File: src/rtl/wb_cmd_master.sv
// Wishbone B4 classic single-transfer initiator.
// Turns one valid/ready command into one WB read or write cycle and returns
// one valid/ready response carrying read data, an error flag and a timeout
// flag. A bus timeout keeps a missing slave from hanging the host.
//
// state | meaning
// ------+---------------------------------------------------------------
// IDLE  | ready for a command; cmd_ready_o is high
// BUS   | cyc/stb asserted, waiting for ack, err or timeout
// RESP  | response presented, waiting for rsp_ready_i
module wb_cmd_master #(
    parameter int AW      = 32,
    parameter int DW      = 32,
    parameter int TIMEOUT = 255,
    parameter int TO_WD   = 8
) (
    input  logic              wb_clk_i,
    input  logic              wb_rst_i,
    input  logic              cmd_valid_i,
    output logic              cmd_ready_o,
    input  logic              cmd_we_i,
    input  logic [AW-1:0]     cmd_adr_i,
    input  logic [DW-1:0]     cmd_dat_i,
    input  logic [DW/8-1:0]   cmd_sel_i,
    output logic              rsp_valid_o,
    input  logic              rsp_ready_i,
    output logic [DW-1:0]     rsp_dat_o,
    output logic              rsp_err_o,
    output logic              rsp_to_o,
    output logic              wbm_cyc_o,
    output logic              wbm_stb_o,
    output logic              wbm_we_o,
    output logic [AW-1:0]     wbm_adr_o,
    output logic [DW-1:0]     wbm_dat_o,
    output logic [DW/8-1:0]   wbm_sel_o,
    input  logic [DW-1:0]     wbm_dat_i,
    input  logic              wbm_ack_i,
    input  logic              wbm_err_i,
    output logic              busy_o
);

    typedef enum logic [1:0] {
        ST_IDLE = 2'd0,
        ST_BUS  = 2'd1,
        ST_RESP = 2'd2
    } state_t;

    // Count value on the last stb cycle; only meaningful when TIMEOUT != 0.
    localparam logic [TO_WD-1:0] CNT_LAST = TO_WD'((TIMEOUT > 0) ? TIMEOUT - 1 : 0);
    localparam logic [TO_WD-1:0] CNT_MAX  = '1;
    localparam bit               TO_EN    = (TIMEOUT != 0);

    state_t              state_q;
    logic [TO_WD-1:0]    cnt_q;
    logic [TO_WD-1:0]    cnt_d;
    logic                timeout_hit;
    logic                bus_done;

    logic                wbm_cyc_q;
    logic                wbm_stb_q;
    logic                wbm_we_q;
    logic [AW-1:0]       wbm_adr_q;
    logic [DW-1:0]       wbm_dat_q;
    logic [DW/8-1:0]     wbm_sel_q;

    logic                rsp_valid_q;
    logic [DW-1:0]       rsp_dat_q;
    logic                rsp_err_q;
    logic                rsp_to_q;
    logic                busy_q;

    logic [DW-1:0]       rsp_dat_d;
    logic                rsp_err_d;
    logic                rsp_to_d;

    // Termination decode for the BUS state; err outranks ack, both outrank timeout.
    always_comb begin
        cnt_d       = (cnt_q == CNT_MAX) ? cnt_q : cnt_q + TO_WD'(1);
        timeout_hit = TO_EN && (cnt_q == CNT_LAST);
        bus_done    = wbm_err_i || wbm_ack_i || timeout_hit;
        rsp_err_d   = wbm_err_i || (!wbm_ack_i && timeout_hit);
        rsp_to_d    = !wbm_err_i && !wbm_ack_i && timeout_hit;
        rsp_dat_d   = (!wbm_err_i && wbm_ack_i && !wbm_we_q) ? wbm_dat_i : '0;
    end

    // Command FSM with registered bus and response outputs.
    always_ff @(posedge wb_clk_i) begin
        if (wb_rst_i) begin
            state_q     <= ST_IDLE;
            cnt_q       <= '0;
            wbm_cyc_q   <= 1'b0;
            wbm_stb_q   <= 1'b0;
            wbm_we_q    <= 1'b0;
            wbm_adr_q   <= '0;
            wbm_dat_q   <= '0;
            wbm_sel_q   <= '0;
            rsp_valid_q <= 1'b0;
            rsp_dat_q   <= '0;
            rsp_err_q   <= 1'b0;
            rsp_to_q    <= 1'b0;
            busy_q      <= 1'b0;
        end else begin
            case (state_q)
                ST_IDLE: begin
                    if (cmd_valid_i) begin
                        wbm_we_q  <= cmd_we_i;
                        wbm_adr_q <= cmd_adr_i;
                        wbm_dat_q <= cmd_dat_i;
                        wbm_sel_q <= cmd_sel_i;
                        wbm_cyc_q <= 1'b1;
                        wbm_stb_q <= 1'b1;
                        cnt_q     <= '0;
                        busy_q    <= 1'b1;
                        state_q   <= ST_BUS;
                    end
                end
                ST_BUS: begin
                    if (bus_done) begin
                        wbm_cyc_q   <= 1'b0;
                        wbm_stb_q   <= 1'b0;
                        rsp_valid_q <= 1'b1;
                        rsp_dat_q   <= rsp_dat_d;
                        rsp_err_q   <= rsp_err_d;
                        rsp_to_q    <= rsp_to_d;
                        state_q     <= ST_RESP;
                    end else begin
                        // Saturates when the timeout is disabled, so it never wraps.
                        cnt_q <= cnt_d;
                    end
                end
                ST_RESP: begin
                    if (rsp_ready_i) begin
                        rsp_valid_q <= 1'b0;
                        busy_q      <= 1'b0;
                        state_q     <= ST_IDLE;
                    end
                end
                default: begin
                    wbm_cyc_q   <= 1'b0;
                    wbm_stb_q   <= 1'b0;
                    rsp_valid_q <= 1'b0;
                    busy_q      <= 1'b0;
                    state_q     <= ST_IDLE;
                end
            endcase
        end
    end

    // Only cmd_ready_o is combinational so a command can be taken in the IDLE cycle itself.
    assign cmd_ready_o = (state_q == ST_IDLE);

    assign wbm_cyc_o   = wbm_cyc_q;
    assign wbm_stb_o   = wbm_stb_q;
    assign wbm_we_o    = wbm_we_q;
    assign wbm_adr_o   = wbm_adr_q;
    assign wbm_dat_o   = wbm_dat_q;
    assign wbm_sel_o   = wbm_sel_q;
    assign rsp_valid_o = rsp_valid_q;
    assign rsp_dat_o   = rsp_dat_q;
    assign rsp_err_o   = rsp_err_q;
    assign rsp_to_o    = rsp_to_q;
    assign busy_o      = busy_q;

endmodule

File: config.mk
export PLATFORM = sky130hd
export DESIGN_NAME = wb_cmd_master
export DESIGN_NICKNAME = d
export VERILOG_FILES = /design/src/rtl/wb_cmd_master.sv
export SDC_FILE = /design/constraint.sdc
export NUM_CORES = 1
export LEC_CHECK = 0
export ABC_AREA = 1
export CAP_MARGIN = 20
export CORE_AREA = 3 3 97 146
export CTS_CLUSTER_SIZE = 8
export DETAILED_ROUTE_END_ITERATION = 10
export DIE_AREA = 0 0 100 149
export GPL_TIMING_DRIVEN = 0
export PLACE_DENSITY = 0.8
export SLEW_MARGIN = 15
export SYNTH_ARGS = -nofsm -noshare
export SYNTH_HDL_FRONTEND = slang
export SYNTH_SLANG_ARGS = --single-unit
File: constraint.sdc
create_clock -name wb_clk_i -period 2.25 [get_ports wb_clk_i]
set_clock_uncertainty 0.2 [all_clocks]
set_input_delay 0.45 -clock wb_clk_i [delete_from_list [all_inputs] [get_ports wb_clk_i]]
set_output_delay 0.45 -clock wb_clk_i [all_outputs]
set_load 0.05 [all_outputs]
; Yosys cells after proc, flatten, opt, wreduce, memory -nomap -nowiden
; Cells that the tools add are included.
; W data, S select, Z words.
[word_totals]
out_inout_bits = 108
reg_bits = 116
elab_cells = 61
input_bits = 107
[op_classes]
muxes = 16
bitwise_logic = 3
eq_ne = 9
reduce_logical = 20
n_addsub = 1
[op_table]
columns = cell, count
row1 = $mux W32, 1
row2 = $mux W8, 3
row3 = $eq A8 B8 Y1 const B, 2
row4 = $pmux W8 S2, 1
row5 = $reduce_and A3 Y1, 4
row6 = $ne A2 B2 Y1 const B, 5
row7 = $pmux W1 S3, 3
row8 = $add A8 B1 Y8 const B, 1
row9 = $mux W2, 3
row10 = $pmux W2 S3, 1
row11 = $logic_and A1 B1 Y1, 5
row12 = $mux W1, 4
row13 = $reduce_and A2 Y1, 2
row14 = $reduce_and A4 Y1, 1
row15 = $logic_not A1 Y1, 3
row16 = $logic_or A1 B1 Y1, 3
row17 = $not A1 Y1, 3
row18 = $eq A2 B1 Y1 const B, 1
row19 = $eq A2 B2 Y1 const B, 1
row20 = $logic_not A2 Y1, 1
row21 = $reduce_bool A2 Y1, 1

; Logic depth before layout (Yosys ltp)
; Gate-level depths: netlist (run 1).
[depth]
depth_word = 4
depth_mapped = 10
mapped_depth_nobuf = 10

; Worst setup path before layout (run 1)
; Ideal clock, no wire load.
[synth_timing]
kind = register to register
startpoint = register state_q[0]
endpoint = register wbm_dat_q[0], in the netlist wbm_dat_o[0]
setup_ns = 0.114
path_buffers = 2
required_ns = 1.936
slack_ns = 0.422
path_stages_with_launch = 7
period_less_slack_ns = 1.828
arrival_ns = 1.513
cell_sequence = dfxtp_1 -> nor2_2 -> nand2_2 -> buf_6 -> buf_2 -> o21ai_1 -> nor2_1
[synth_via]
elab_chain_len = 2
[synth_lines]
columns = item, line
row1 = "start, declared", 53  ; state_t state_q;
row2 = "start signal, assigned", 89  ; state_q <= ST_IDLE;
row3 = "start signal, assigned", 114  ; state_q <= ST_BUS;
row4 = "start signal, assigned", 125  ; state_q <= ST_RESP;
row5 = $logic_not A2 Y1, -
row6 = via cmd_ready_o, 20  ; output logic cmd_ready_o,
row7 = $reduce_and A2 Y1 (no line), -
row8 = "end signal, assigned", 108  ; wbm_dat_q <= cmd_dat_i;
row9 = "end, declared", 63  ; logic [DW-1:0] wbm_dat_q;
; The timed path passes the listed nets, and every way through them passes these cells.
; A chain may end at the register's enable or synchronous reset.

; Final worst setup path (run 1)
[layout_timing]
startpoint = register rsp_dat_q[29], in the netlist rsp_dat_o[29]
endpoint = output rsp_dat_o[29]
[layout_lines]
columns = item, line
row1 = "start, declared", 67  ; logic [DW-1:0] rsp_dat_q;
row2 = "start signal, assigned", 122  ; rsp_dat_q <= rsp_dat_d;
row3 = "end, declared", 27  ; output logic [DW-1:0] rsp_dat_o,
; No word-level cell between the ends.

==> results of run 1 <==
Yosys cell counts (2+ instances only):
master	instances
a21oi_1	15
a21oi_2	30
buf_2	13
buf_6	7
clkbuf_1	16
dfxtp_1	116
ha_1	2
inv_1	14
inv_2	4
inv_4	2
nand2_1	33
nand2_4	3
nand3_1	11
nand4_1	2
nor2_1	182
nor2_2	2
o21ai_0	54
o21ai_1	50
o21bai_1	2
final timing paths:
path                 startpoint             to  slack (ns)  cells after the start
setup / recovery  rsp_dat_o[29]  rsp_dat_o[29]        0.04                      1
hold / removal         rsp_to_o       rsp_to_o        0.25                      2
setup reg to reg       cnt_q[0]   rsp_dat_o[6]        0.50                     10
hold reg to reg        rsp_to_o       rsp_to_o        0.25                      2
cells by family (layout without fill, tap and decap cells):
kind of cell / after synthesis / count (layout) / share of synthesized area
AOI/OAI and AO/OA: 153 / 153 / 0.197
and+or+nand+nor: 239 / 239 / 0.218
DFF: 116 / 116 / 0.515
adders and majority gates: 2 / 2 / 0.00555
buffers and inverters: 57 / 301 / 0.0647
registers in the layout (all words and copies together), names as in the netlist:
signal / count
rsp_valid_o: 1
wbm_we_o: 1
wbm_sel_o: 4
rsp_to_o: 1
rsp_err_o: 1
wbm_dat_o: 32
state_q: 2
cnt_q: 8
wbm_adr_o: 32
wbm_stb_o: 1
rsp_dat_o: 32
busy_o: 1
stage by stage:
step                      total power [mW]  cell area, um^2
after floorplan                       3.32             4510
after global placement                3.94             6850
after detailed placement              3.95             6850
after CTS                             6.77             7450
after global routing                  6.97             7510
final                                 6.71             7510
final cells by class:
class	instances	area (um^2)
sequential	116	2320
tap	159	199
timing repair buffer	214	2190
clock inverter	10	156
multi-input combinational	394	1900
clock buffer	20	457
fill	1145	5450
buffer	37	211
inverter	20	80.1
what timing repair did:
action                                  in CTS  in global routing
hold buffers                                 0                  0
endpoints found under the setup margin       7                 21
resized for setup                            7                 21
power groups by stage:
stage | Combinational [mW] | Clock [mW] | Sequential (mW)
after floorplan | 0.407 | 0 | 2.91
after CTS | 1.60 | 2.86 | 2.31
final | 1.58 | 2.81 | 2.31
after global routing | 1.69 | 2.95 | 2.33
after detailed placement | 1.60 | 0 | 2.36
after global placement | 1.59 | 0 | 2.35
layer usage:
layer | GRT usage | vias up
met3 | 0.0515 | 15
met5 | 0 | -
met4 | 0.0708 | 0
li1 | - | 2315
met1 | 0.211 | 2019
met2 | 0.332 | 138
==> reports/results.tsv, run 1 <==
metric	value	unit
yosys_warnings	0	
drt_iter0_drc	98	
cts_sinks	116	
finalWorstSetupSlack	0.0412	ns
worstPathBufferInverterCount	1	
finalHoldViolCount	0	
fin_crit	2.21	ns
first_pass_iters	4	
gr-total-overflow	0	
grt_pass1_vias	4446	
combinationalPowerShare	0.236	
vias	4487	
ys_ff_latch	116	
htreeDepth	4	
met1_length	5.48	mm
io_buffers	214	
crit_path_end_kind	output port	
instances_no_fill	970	
maxSlewViolCount	0	
fp-row-count	51	
async_flop_share	0	
start_util	0.348	
route.met2.wl	7.26	mm
power_switching	2.00	mW
grt_setup_unrepaired	false	
synth_cells	567	
pwr-share-clk	0.420	
synth_nets	676	
synth.distinct_cells	28	
critPathKind	reg -> out	
ys_top_cells_by_area	dfxtp_1 51%, nor2_1 15%, o21ai_0 6.0%	
p_leak	3.28	nW
antenna_found_initial	0	
clockBufferDepth	2	
syn_to_final_growth	66.5	%
wl_met3	869	um
cts_tree	done	
final_common_cell	clkdlybuf4s50_1	
fin_setup_tns	0	ns
max_stage_delay	0.83	ns
grt_max_degree	17	
period_share	0.982	
worst_pin_slew	0.579	ns
netlist_area	4510	um^2
grt_use_total	0.187	
syn_avg_cell_area	7.95	um^2
pwr-share-seq	0.345	
status	finished clean	
final_cell_mix	186 x clkdlybuf4s50_1, 182 x nor2_1, 116 x dfxtp_1	
routed_wl	13.9	mm
fin_util	0.580	
critical-path-top-delay-family	buffers and inverters	
critPathMaxFanout	2	
place.gp.congestion	0.829	
worstPathArrival	1.56	ns
internal_power	4.70	mW
grt_pass1_wl	22.2	mm
dp_slack	-0.0570	ns
drive_above_1_share	0.118	
final_antenna_net_count	0	
die_x	100	um
power.density	893	nW/um^2
max-vdd-ir-drop	439	uV
clkTransAtPathRegs	0.05	ns
viasPerCell	4.63	
die-area	14900	um^2
cts_setup_buffers	0	
fmax	0.453	GHz
synth_flop_cell	dfxtp_1	
synth_edf_count	0	
numCtsBuffers	17	
io-pin-count	215	
slew_headroom	0.615	
hold_slack	0.254	ns
place_inst	940	
dieHeight	149	um
diodes	0	
drt-wirelength-per-cell	14.3	um
cp.required	1.60	ns
yosysTopAreaCell	dfxtp_1	
dp_hpwl	10.4	mm
core	13000	um^2
max-cap-violations	0	
top_layer	met4	
root_buffer	clkbuf_16	
min_path_type	reg -> reg	
drc	0	
path_cells	clkdlybuf4s50_1	
setup_viol	0	
fin_nets	909	
clk-insertion-delay-late	0.40	ns
ys_seq_area_frac	0.515	
synth_top_area_frac	0.515	
swShare	0.299	
slowest_stage	clkdlybuf4s50_1	
crit_path_start_kind	flip-flop	
No activity file was read; power rests on OpenSTA's default activity.
==> run 2: changes to the inputs <==
--- a/config.mk
+++ b/config.mk
@@ -7,12 +7,12 @@
 export LEC_CHECK = 0
 export ABC_AREA = 1
 export CAP_MARGIN = 20
-export CORE_AREA = 3 3 97 146
+export CORE_AREA = 3 3 90 135
 export CTS_CLUSTER_SIZE = 8
 export DETAILED_ROUTE_END_ITERATION = 10
-export DIE_AREA = 0 0 100 149
+export DIE_AREA = 0 0 93 138
 export GPL_TIMING_DRIVEN = 0
-export PLACE_DENSITY = 0.8
+export PLACE_DENSITY = 0.9
 export SLEW_MARGIN = 15
 export SYNTH_ARGS = -nofsm -noshare
 export SYNTH_HDL_FRONTEND = slang
==> reports/results.tsv, run 2 (same netlist as run 1, synthesis figures left out) <==
metric	value	unit	change
route.met2.wl	7.81	mm	+7.4%
r2r_start	cnt_q[1]		
diodes	0		unchanged
io_buffers	214		unchanged
fin_crit	2.22	ns	+0.00882 ns
crit_path_start_kind	flip-flop		
grt_max_degree	17		unchanged
cp.required	1.60	ns	about the same
path_cells	clkdlybuf4s50_1		
place_inst	928		-1.3%
cts_sinks	116		unchanged
min_path_type	reg -> reg		
maxSlewViolCount	0		unchanged
die_x	93	um	-7.0%
setup_viol	0		unchanged
cp-endpoint	wbm_adr_o[5]		
fmax	0.451	GHz	-0.40%
max_stage_delay	0.81	ns	-0.02 ns
finalInstanceArea	7570	um^2	+0.82%
fp-row-count	47		-7.8%
wl_met3	1.01	mm	+16%
vias	4745		+5.7%
ff2ff_setup_slack	0.48	ns	-0.02 ns
cts_tree	done		
io-pin-count	215		unchanged
numCtsBuffers	17		unchanged
drive_above_1_share	0.119		+0.00109
start_util	0.408		+0.0598
ff2ff_path_depth	9		-1
gr-total-overflow	0		unchanged
syn_to_final_growth	67.8	%	
critPathMaxFanout	2		unchanged
power.density	916	nW/um^2	+2.5%
max-cap-violations	0		unchanged
critPathKind	reg -> out		
final_antenna_net_count	0		unchanged
final_common_cell	nor2_1		
critical_path.startpoint	wbm_adr_o[5]		
worstPathBufferInverterCount	1		unchanged
period_share	0.986		+0.00392
place.gp.congestion	0.890		+7.4%
root_buffer	clkbuf_16		
dp_hpwl	11.0	mm	+6.0%
total_power	6.93	mW	+3.4%
clk-insertion-delay-late	0.40	ns	about the same
p_leak	3.41	nW	+4.2%
dp_slack	-0.00556	ns	+0.0514 ns
cp.depth	1		unchanged
r2r_end	rsp_dat_o[15]		
grt_use_total	0.236		+0.0493
ctsHoldBuffers	0		unchanged
slowest_stage	clkdlybuf4s50_1		
met1_length	5.55	mm	+1.3%
finalHoldViolCount	0		unchanged
core	11100	um^2	-15%
routed_wl	15.1	mm	+8.5%
status	finished clean		
htreeDepth	4		unchanged
clockBufferDepth	2		unchanged
dpl-instance-area	6840	um^2	-0.22%
dieHeight	138	um	-7.4%
worst_hold_startpoint	rsp_to_o		
hold_slack	0.247	ns	-0.00680 ns
die-area	12800	um^2	-14%
drc	0		unchanged
antenna_found_initial	0		unchanged
drt-wirelength-per-cell	15.7	um	+9.7%
slew_headroom	0.617		+0.00161
worstPathArrival	1.57	ns	about the same
instances_no_fill	959		-1.1%
clkTransAtPathRegs	0.05	ns	about the same
max-vdd-ir-drop	572	uV	+30%
first_pass_iters	5		+1
grt_setup_unrepaired	false		
cts_setup_buffers	0		unchanged
grt_pass1_vias	4855		+9.2%
critical-path-top-delay-family	buffers and inverters		
viasPerCell	4.95		+7.0%
grt_pass1_wl	24.2	mm	+9.0%
final_cell_mix	182 x nor2_1, 179 x clkdlybuf4s50_1, 116 x dfxtp_1		
drt_iter0_drc	145		+48%
cts_resized	6		-1
fin_nets	909		unchanged
finalWorstSetupSlack	0.0324	ns	-0.00882 ns
crit_path_end_kind	output port		
top_layer	met4		
worst_pin_slew	0.574	ns	-0.00565 ns
==> run 2: cell count changes in the layout (fill, tap and decap cells not counted), sizes merged <==
| cell | change |
|---|---|
| clkinv | -4 |
| clkinvlp | +1 |
| clkdlybuf4s50 | -7 |
| clkbuf | +3 |
| bufinv | +1 |
| dlygate4sd2 | -1 |
| dlymetal6s2s | +8 |
==> run 2: final cells by class <==
type | instances | area, um^2
Timing Repair Buffer | 214 | 2210
Clock buffer | 23 | 498
Fill cell | 876 | 3490
Buffer | 37 | 211
Sequential cell | 116 | 2320
Multi-Input combinational cell | 394 | 1900
Tap cell | 147 | 184
Clock inverter | 8 | 170
Inverter | 20 | 80.1
==> run 2: worst min-delay path by stage <==
stage / slack (ns) / endpoint / cells after the start
floorplan: 0.25 / cnt_q[0] / 1
global placement: 0.23 / rsp_to_o / 2
detailed placement: 0.24 / rsp_to_o / 2
CTS: 0.25 / rsp_to_o / 2
global route: 0.27 / rsp_to_o / 2
finish: 0.25 / rsp_to_o / 2
==> run 2: where the power goes <==
| part | internal, mW | switching [mW] | total [mW] | leakage [nW] |
|---|---|---|---|---|
| clock | 2.10 | 0.910 | 3.01 | 0.321 |
| combinational | 0.585 | 1.02 | 1.60 | 2.14 |
| sequential | 2.23 | 0.0905 | 2.32 | 0.956 |
==> run 2: metal layers <==
| layer | vias up | global-route usage |
|---|---|---|
| met2 | 209 | 0.420 |
| met1 | 2158 | 0.246 |
| met3 | 56 | 0.0603 |
| met4 | 0 | 0.138 |
| met5 | - | 0 |
| li1 | 2322 | - |
==> run 2: metrics by stage <==
step	TNS, ns	utilization
floorplan	0	-
global placement	0	0.618
detailed placement	-0.0125	0.618
CTS	0	0.678
global route	0	0.685
finish	0	0.685
==> run 3: changes to the inputs <==
--- a/config.mk
+++ b/config.mk
@@ -7,12 +7,14 @@
 export LEC_CHECK = 0
 export ABC_AREA = 1
 export CAP_MARGIN = 20
-export CORE_AREA = 3 3 90 135
+export CELL_PAD_IN_SITES_DETAIL_PLACEMENT = 1
+export CELL_PAD_IN_SITES_GLOBAL_PLACEMENT = 1
+export CORE_AREA = 3 3 108 162
 export CTS_CLUSTER_SIZE = 8
 export DETAILED_ROUTE_END_ITERATION = 10
-export DIE_AREA = 0 0 93 138
+export DIE_AREA = 0 0 111 165
 export GPL_TIMING_DRIVEN = 0
-export PLACE_DENSITY = 0.9
+export PLACE_DENSITY = 0.89
 export SLEW_MARGIN = 15
 export SYNTH_ARGS = -nofsm -noshare
 export SYNTH_HDL_FRONTEND = slang
==> reports/results.tsv, run 3 (same netlist as run 1, synthesis figures left out) <==
metric	value	unit	change
max-cap-violations	0		unchanged
critPathMaxFanout	2		unchanged
clk-insertion-delay-late	0.40	ns	about the same
crit_path_start_kind	flip-flop		
slew_headroom	0.624		+0.00674
ff2ff_path_depth	10		+1
crit_path_end_kind	output port		
min_path_type	reg -> reg		
dp_slack	-0.139	ns	-0.133 ns
place.gp.congestion	0.801		-10%
drt_iter0_drc	137		-5.5%
grt_pass1_vias	4867		+0.25%
clkTransAtPathRegs	0.06	ns	about the same
pwr-share-seq	0.361		+0.027
fin_nets	909		unchanged
status	finished clean		
die-area	18300	um^2	+43%
final_common_cell	nor2_1		
worstPathBufferInverterCount	1		unchanged
routed_wl	16.1	mm	+7.0%
cp.required	1.60	ns	about the same
drc	0		unchanged
cts_tree	done		
htreeDepth	4		unchanged
setup_viol	0		unchanged
internal_power	4.35	mW	-11%
grt_pass1_wl	25.1	mm	+4.0%
drt-wirelength-per-cell	15.9	um	+1.0%
die_x	111	um	+19%
final_antenna_net_count	0		unchanged
syn_to_final_growth	67.1	%	
slowest_stage	clkdlybuf4s50_1		
instances_no_fill	1016		+5.9%
clockBufferDepth	2		unchanged
critPathKind	reg -> out		
worst_pin_slew	0.564	ns	-0.0101 ns
numCtsBuffers	17		unchanged
io-pin-count	215		unchanged
hold_slack	0.242	ns	-0.00433 ns
root_buffer	clkbuf_16		
p_leak	3.53	nW	+3.5%
grt_max_degree	17		unchanged
fmax	0.450	GHz	-0.29%
io_buffers	214		unchanged
final_cell_mix	182 x nor2_1, 166 x clkdlybuf4s50_1, 116 x dfxtp_1		
grt_use_total	0.172		-0.0646
drive_above_1_share	0.119		-0.000940
place_inst	987		+6.4%
start_util	0.279		-0.129
dp_hpwl	12.4	mm	+12%
finalWorstSetupSlack	0.0261	ns	-0.00637 ns
fp-row-count	57		+21%
min_path_cells	2		unchanged
cts_setup_buffers	0		unchanged
swShare	0.321		+0.0298
cp.depth	1		unchanged
diodes	0		unchanged
gr-total-overflow	0		unchanged
vias	4606		-2.9%
fin_crit	2.22	ns	+0.00637 ns
power.density	850	nW/um^2	-7.2%
critical-path-top-delay-family	buffers and inverters		
finalHoldViolCount	0		unchanged
cts_sinks	116		unchanged
grt_setup_unrepaired	false		
pwr-share-clk	0.389		-0.046
first_pass_iters	4		-1
total_power	6.41	mW	-7.6%
path_cells	clkdlybuf4s50_1		
maxSlewViolCount	0		unchanged
max-vdd-ir-drop	399	uV	-30%
antenna_found_initial	0		unchanged
viasPerCell	4.53		-8.4%
combinationalPowerShare	0.250		+0.019
period_share	0.988		+0.00283
power_switching	2.05	mW	+1.9%
max_stage_delay	0.83	ns	+0.02 ns
dieHeight	165	um	+20%
core	16200	um^2	+46%
worstPathArrival	1.57	ns	about the same
[run 3: changes by cell type in the layout (fill, tap and decap cells not counted), sizes merged]
cell | before | now
clkinvlp | 2 | 3
clkinv | 1 | 6
clkbuf | 39 | 35
bufinv | 5 | 1
dlygate4sd2 | 6 | 9
clkdlybuf4s50 | 179 | 166
dlymetal6s2s | 29 | 39
[run 3: final timing paths]
check | start | slack, ns | to
setup / recovery | wbm_dat_o[29] | 0.03 | wbm_dat_o[29]
hold / removal | rsp_to_o | 0.24 | rsp_to_o
setup reg to reg | cnt_q[0] | 0.46 | rsp_dat_o[10]
hold reg to reg | rsp_to_o | 0.24 | rsp_to_o
[run 3: stage by stage]
step	utilization	TNS [ns]	cell area [um^2]
2_1_floorplan	-	0	4510
3_3_place_gp	0.427	-1.28	6910
3_5_place_dp	0.427	-2.50	6910
4_1_cts	0.459	0	7440
5_1_grt	0.465	0	7530
6_report	0.465	0	7530
[run 3: layout make-up]
cell class / instances / area (um^2)
inverters: 20 / 80.1
clock inverters: 10 / 86.3
multi-input cells: 394 / 1900
well taps: 206 / 258
repair buffers: 214 / 2230
plain buffers: 37 / 211
clock buffers: 19 / 453
flip-flops and latches: 116 / 2320
fillers: 1927 / 8650
[run 3: power by group through the flow]
stage          combinational [mW]  clock (mW)  sequential (mW)
4_1_cts                      1.62        2.56             2.32
2_1_floorplan               0.407           0             2.91
6_report                     1.60        2.49             2.32
5_1_grt                      1.70        2.67             2.34
3_3_place_gp                 1.60           0             2.35
3_5_place_dp                 1.63           0             2.36
[run 3: layer usage]
metal  part of all wire  GRT usage
met1               0.40      0.189
met2               0.52      0.312
met3              0.051     0.0473
met4              0.028     0.0700
met5                  0          0
[run 3: what timing repair did]
action | CTS | global route
resized for setup | 9 | 39
pin swaps | 0 | 0
gates cloned | 0 | 0
setup endpoints to repair | 9 | 39
hold buffers | 0 | 0
endpoints found under the hold margin | 0 | 0
